--- config.mk ---
export PLATFORM = sky130hd
export DESIGN_NAME = phy_cmd_seq
export DESIGN_NICKNAME = d
export VERILOG_FILES = /design/src/rtl/phy_cmd_seq.sv
export SDC_FILE = /design/constraint.sdc
export NUM_CORES = 1
export LEC_CHECK = 0
export CAP_MARGIN = 15
export CORE_ASPECT_RATIO = 0.8
export CORE_MARGIN = 4
export CORE_UTILIZATION = 44
export DETAILED_ROUTE_END_ITERATION = 12
export GPL_TIMING_DRIVEN = 1
export PLACE_DENSITY_LB_ADDON = 0.2
export SYNTH_ARGS = -nofsm -noshare
export SYNTH_HDL_FRONTEND = slang
export SYNTH_SLANG_ARGS = --single-unit
--- constraint.sdc ---
create_clock -name clk_div -period 5.2 [get_ports clk_div]
set_input_delay 1.56 -clock clk_div [delete_from_list [all_inputs] [get_ports clk_div]]
set_output_delay 1.56 -clock clk_div [all_outputs]
set_load 0.01 [all_outputs]
--- src/rtl/phy_cmd_seq.sv ---
`default_nettype none
// ============================================================================
//  Module      : phy_cmd_seq
//  Description : DDR3 command sequencer in the clk_div domain. It accepts one
//                command word per valid/ready handshake, presents it to
//                phy_top for one ISSUE cycle, then inserts a programmable
//                number of NOP cycles before the next command can issue.
//  Revision    : 1.0  initial release
// ============================================================================
module phy_cmd_seq #(
    parameter int ADDRESS_NUMBER = 15,
    parameter int PAUSE_WIDTH    = 10
) (
    input  logic                        clk_div,
    input  logic                        rst,

    input  logic                        cmd_valid,
    output logic                        cmd_ready,
    input  logic [ADDRESS_NUMBER-1:0]   cmd_a,
    input  logic [2:0]                  cmd_ba,
    input  logic [2:0]                  cmd_rcw,
    input  logic                        cmd_cke,
    input  logic                        cmd_odt,
    input  logic                        cmd_tri,
    input  logic                        cmd_dq_en,
    input  logic                        cmd_dqs_en,
    input  logic [PAUSE_WIDTH-1:0]      cmd_pause,

    output logic [2*ADDRESS_NUMBER-1:0] in_a,
    output logic [5:0]                  in_ba,
    output logic [1:0]                  in_ras,
    output logic [1:0]                  in_cas,
    output logic [1:0]                  in_we,
    output logic [1:0]                  in_cke,
    output logic [1:0]                  in_odt,
    output logic                        in_tri,
    output logic [7:0]                  tin_dq,
    output logic [7:0]                  tin_dqs,
    output logic [7:0]                  din_dqs,

    output logic                        busy,
    output logic                        issued
);

    typedef enum logic [1:0] {
        ST_IDLE  = 2'd0,
        ST_ISSUE = 2'd1,
        ST_PAUSE = 2'd2
    } state_t;

    state_t                 state;
    logic [PAUSE_WIDTH-1:0] pause_cnt;
    logic                   accept;

    // Ready when idle, or when the current command's NOP gap ends this cycle,
    // so that the next command issues immediately after the last NOP.
    always_comb begin
        cmd_ready = 1'b0;
        if (!rst) begin
            case (state)
                ST_IDLE:  cmd_ready = 1'b1;
                ST_ISSUE: cmd_ready = (pause_cnt == '0);
                ST_PAUSE: cmd_ready = (pause_cnt == PAUSE_WIDTH'(1));
                default:  cmd_ready = 1'b0;
            endcase
        end
    end

    assign accept = cmd_valid && cmd_ready;

    // Sequencer FSM: ISSUE for one cycle, then count down the NOP gap in PAUSE.
    // The count is not decremented on the ISSUE->PAUSE transition, so a gap of
    // N yields exactly N PAUSE cycles (N, N-1, ..., 1).
    always_ff @(posedge clk_div) begin
        if (rst) begin
            state     <= ST_IDLE;
            pause_cnt <= '0;
            busy      <= 1'b0;
            issued    <= 1'b0;
        end else begin
            issued <= accept;
            if (accept) begin
                state     <= ST_ISSUE;
                pause_cnt <= cmd_pause;
                busy      <= 1'b1;
            end else begin
                case (state)
                    ST_IDLE: begin
                        state <= ST_IDLE;
                        busy  <= 1'b0;
                    end
                    ST_ISSUE: begin
                        if (pause_cnt == '0) begin
                            state <= ST_IDLE;
                            busy  <= 1'b0;
                        end else begin
                            state <= ST_PAUSE;
                        end
                    end
                    ST_PAUSE: begin
                        pause_cnt <= pause_cnt - PAUSE_WIDTH'(1);
                        if (pause_cnt == PAUSE_WIDTH'(1)) begin
                            state <= ST_IDLE;
                            busy  <= 1'b0;
                        end
                    end
                    default: begin
                        state     <= ST_IDLE;
                        pause_cnt <= '0;
                        busy      <= 1'b0;
                    end
                endcase
            end
        end
    end

    // PHY-facing registers: command pins pulse for one cycle, address/bank and
    // the sticky controls only change when a command is issued.
    always_ff @(posedge clk_div) begin
        if (rst) begin
            in_a    <= '0;
            in_ba   <= '0;
            in_ras  <= 2'b11;
            in_cas  <= 2'b11;
            in_we   <= 2'b11;
            in_cke  <= 2'b00;
            in_odt  <= 2'b00;
            in_tri  <= 1'b1;
            tin_dq  <= 8'hFF;
            tin_dqs <= 8'hFF;
            din_dqs <= 8'h00;
        end else begin
            in_ras <= 2'b11;
            in_cas <= 2'b11;
            in_we  <= 2'b11;
            if (accept) begin
                // Command asserted in the first half-cycle, NOP in the second.
                in_ras  <= {cmd_rcw[2], 1'b1};
                in_cas  <= {cmd_rcw[1], 1'b1};
                in_we   <= {cmd_rcw[0], 1'b1};
                in_a    <= {cmd_a, cmd_a};
                in_ba   <= {cmd_ba, cmd_ba};
                in_cke  <= {2{cmd_cke}};
                in_odt  <= {2{cmd_odt}};
                in_tri  <= cmd_tri;
                tin_dq  <= {8{~cmd_dq_en}};
                tin_dqs <= {8{~cmd_dqs_en}};
                din_dqs <= cmd_dqs_en ? 8'h55 : 8'h00;
            end
        end
    end

endmodule
`default_nettype wire

Word-level counts from Yosys, hierarchy flattened
Index checks and enable logic that the tools add are counted.
W data, S select, Z words.
{"block": "totals", "ff_bits": 69, "output_inout_bits": 74}
{"block": "op_classes", "addsub": 1, "n_eq_ne": 7, "mux": 13, "bitwise_logic": 3, "reduce_logical": 7}
{"op": "$pmux W10 S2", "n": 1}
{"op": "$eq A10 B1 Y1 const B", "n": 1}
{"op": "$logic_not A10 Y1", "n": 1}
{"op": "$mux W10", "n": 1}
{"op": "$sub A10 B1 Y10 const B", "n": 1}
{"op": "$mux W7", "n": 1}
{"op": "$ne A3 B3 Y1 const B", "n": 2}
{"op": "$reduce_or A2 Y1", "n": 3}
{"op": "$mux W1", "n": 5}
{"op": "$mux W2", "n": 2}
{"op": "$pmux W2 S2", "n": 1}
{"op": "$not A1 Y1", "n": 3}
{"op": "$pmux W1 S3", "n": 1}
{"op": "$eq A2 B1 Y1 const B", "n": 1}
{"op": "$eq A2 B2 Y1 const B", "n": 1}
{"op": "$logic_not A2 Y1", "n": 1}
{"op": "$ne A2 B1 Y1 const B", "n": 1}
{"op": "$ne A2 B2 Y1 const B", "n": 1}
{"op": "$pmux W1 S2", "n": 1}
{"op": "$reduce_and A2 Y1", "n": 1}
{"op": "$logic_and A1 B1 Y1", "n": 1}

Depth between registers and ports, before layout
{"block": "depth", "word_depth": 6, "mapped_depth": 7, "mapped_depth_nobuf": 7}

Least setup slack after synthesis
Ideal clock, no wire load.
{"block": "synth_path", "path_kind": "input to output", "start": "input port rst", "end": "output port cmd_ready", "arrival_ns": 2.220, "required_time_ns": 3.640, "path_slack_ns": 1.420, "cell_stages": 3, "path_cell_list": "clkbuf_1 > buf_1 > a21oi_1"}
{"block": "synth_via", "elab_chain_len": 1}
{"element": "start: declaration", "line_no": "15", "text": "input logic rst,"}
{"element": "$mux W1", "line_no": "59", "text": "if (!rst) begin"}
{"element": "end: declaration", "line_no": "18", "text": "output logic cmd_ready,"}
No other way between the ends.

Worst setup path in the final report
Same ends and word-level chain as after synthesis.

==> results.py <==
metrics = {
    "status": {
        "status": "finished clean",
    },
    "final_layout": {
        "area_growth_pct": 36.5,
        "diodes": 0,
        "final_common_cell": "clkdlybuf4s50_1",
        "drive_gt1_share_pct": 6.55,
        "post-route-util_pct": 63.6,
        "nFillCells": 458,
        "fin_area_um2": 3260,
        "nNetsFinal": 377,
        "final_cell_mix": "105 x clkdlybuf4s50_1, 41 x dfxtp_1, 32 x a21oi_1",
    },
    "setup_path": {
        "critPathMaxStageDelay_ns": 0.55,
        "cpMostUsedCell": "clkdlybuf4s50_1",
        "crit_buf_inv": 2,
        "cp-end-kind": "output pin",
        "worstSetupStartpointType": "input port",
        "worstPathRequired_ns": 3.64,
        "critPathTopFamily": "buffers and inverters",
        "path_depth": 3,
        "crit-reg2reg-launch": "pause_cnt[0]",
        "crit_arrival_ns": 2.71,
        "slowest_stage": "clkdlybuf4s50_1",
        "reg2reg_depth": 7,
        "worstPathCellList": "clkdlybuf4s50_1 -> a21oi_1 -> clkdlybuf4s50_1",
        "cp_max_fo": 2,
        "critical_path_class": "input port to output pin",
        "r2r_end": "tin_dqs[0]",
        "r2r_slack_ns": 3.00,
    },
    "clocking": {
        "cts_max_path_buffers": 2,
        "post_cts_buffers": 0,
        "cts_buffers": 5,
        "clk_pin_slew_ns": 0.08,
        "cts_tree": "built",
        "root_buffer": "clkbuf_8",
        "clk_latency_ns": 0.29,
        "post_cts_resized": 0,
        "cts.sinks": 41,
        "h-tree-depth": 2,
        "hold_buffers": 0,
    },
    "timing": {
        "slew_violations": 0,
        "period_minus_slack_ns": 4.27,
        "setup_tns_ns": 0,
        "fmax_ghz": 0.234,
        "finClkSkew_ns": 0.00612,
        "min_period_over_period_pct": 82.1,
        "relSlewSlack_pct": 30.1,
        "rsz0062_at_grt": "no",
        "tightest_slew_ns": 1.05,
        "finalHoldViolations": 0,
        "setup_viol": 0,
        "hold_ws_ns": 0.487,
    },
    "synth": {
        "seq_area_frac_synth_pct": 34.4,
        "syn_area_um2": 2390,
        "synth_edf_count": 0,
        "synth_cell_type_count": 45,
        "ys_seq_elements": 41,
        "synth_cells": 281,
        "yosys_warnings": 0,
        "synth_area_per_cell_um2": 8.50,
        "synthFlopType": "dfxtp_1",
        "ys_async_sr_fraction_pct": 0,
    },
    "global_route": {
        "grt_antenna_before_repair": 0,
        "grt_overflow_total": 0,
        "grt_max_degree": 32,
        "grt_usage_pct": 19.7,
        "grt_first_pass_wirelength_um": 10700,
        "grt_pass1_vias": 2074,
    },
    "placed_design": {
        "dpl_cell_area_um2": 3140,
        "hpwl_um": 4790,
        "portBuffers": 105,
        "gp_congestion": 0.876,
    },
    "worst_hold_path": {
        "whs_path_depth": 2,
        "whs_endpoint": "in_odt[0]",
        "hp-start": "in_odt[0]",
        "hold_path.class": "flip-flop to flip-flop",
    },
    "floorplanning": {
        "dieWidth_um": 90.4,
        "dieHeight_um": 73.9,
        "ios": 113,
        "rows": 23,
        "dieArea_um2": 6680,
        "coreArea_um2": 5120,
        "start_util_pct": 46.6,
    },
    "drt": {
        "vias": 2374,
        "drt_iter0_markers": 174,
        "first_pass_iters": 5,
        "drc_errors": 0,
        "wire_per_inst_um": 17.3,
        "drtAntennaViolNets": 0,
        "totalWireLength_um": 6880,
        "vias_per_cell": 5.96,
    },
    "power": {
        "cellPowerDensity_nw_per_um2": 379,
        "p_leak_nw": 1.15,
        "fin_total_pwr_mw": 1.23,
        "irDropWorstVdd_mv": 0.187,
    },
    "flow_run": {
        "maxCapViolations": 0,
    },
}
-- power by group --
part,switching [mW],internal (mW)
logic,0.301,0.247
clock network,0.109,0.157
registers,0.0598,0.360
total,0.470,0.764
-- per-layer routing --
| metal | part of all wire (%) | wire, um | track usage, % |
|---|---|---|---|
| met1 | 44 | 3010 | 27.1 |
| met2 | 46 | 3150 | 31.5 |
| met3 | 10 | 694 | 5.63 |
| met4 | 0.28 | 19 | 3.06 |
| met5 | 0 | 0 | 0 |
-- stage by stage --
step,worst slack [ns],std cells
floorplan,1.42,286
global placement,0.916,390
finish,0.930,398
global route,0.893,398
CTS,0.919,398
detailed placement,0.936,390
-- worst register-to-register path, delay by kind of cell (launching register included) --
family | cells | cell delay, ns
compound gates | 2 | 0.58
buf+inv | 2 | 0.45
simple gates | 2 | 0.42
flops | 1 | 0.37
fa+ha+maj | 1 | 0.27
-- worst max-delay path by stage --
stage / start / to / slack [ns]
global placement: rst / cmd_ready / 0.92
detailed placement: rst / cmd_ready / 0.94
global route: rst / cmd_ready / 0.89
floorplan: rst / cmd_ready / 1.42
finish: rst / cmd_ready / 0.93
CTS: rst / cmd_ready / 0.92
-- cell families (layout without fill, tap and decap cells) --
group,Yosys count,count (layout),synth area share (%)
AOI/OAI and AO/OA,92,92,25.6
xor gates and xnor gates,1,1,0.367
adders and majority gates,3,3,1.57
buffers and inverters,76,126,19.9
DFF,41,41,34.4
muxes,1,1,0.471
other,2,7,0.314
and+or+nand+nor,65,65,17.5
-- sequential cells by signal, summed over array words and instances, names as in the netlist --
signal	cells
in_a	15
pause_cnt	10
in_ba	3
state	2
busy	1
din_dqs	1
in_cas	1
in_cke	1
in_odt	1
in_ras	1
in_tri	1
in_we	1
issued	1
tin_dq	1
tin_dqs	1
-- final cells by class --
cell class | count | area [um2] | area share [%]
clock buffer | 7 | 86.3 | 2.65
clock inverter | 1 | 30.0 | 0.921
inverter | 8 | 30.0 | 0.921
multi-input combinational | 169 | 1130 | 34.5
sequential | 41 | 821 | 25.2
tap | 62 | 77.6 | 2.38
timing repair buffer | 110 | 1090 | 33.4
-- synthesized netlist by cell type, types with 5 or more instances --
| cell | n | area [um2] |
|---|---|---|
| o21ai_0 | 8 | 40.0 |
| a31oi_1 | 7 | 43.8 |
| dfxtp_1 | 41 | 821 |
| buf_4 | 45 | 338 |
| inv_1 | 6 | 22.5 |
| nor2_1 | 8 | 30.0 |
| o31ai_1 | 22 | 165 |
| o41ai_1 | 5 | 43.8 |
| a21oi_1 | 32 | 160 |
| nand4_1 | 26 | 163 |
| clkbuf_1 | 16 | 60.1 |
No activity file was read; power rests on OpenSTA's default activity.
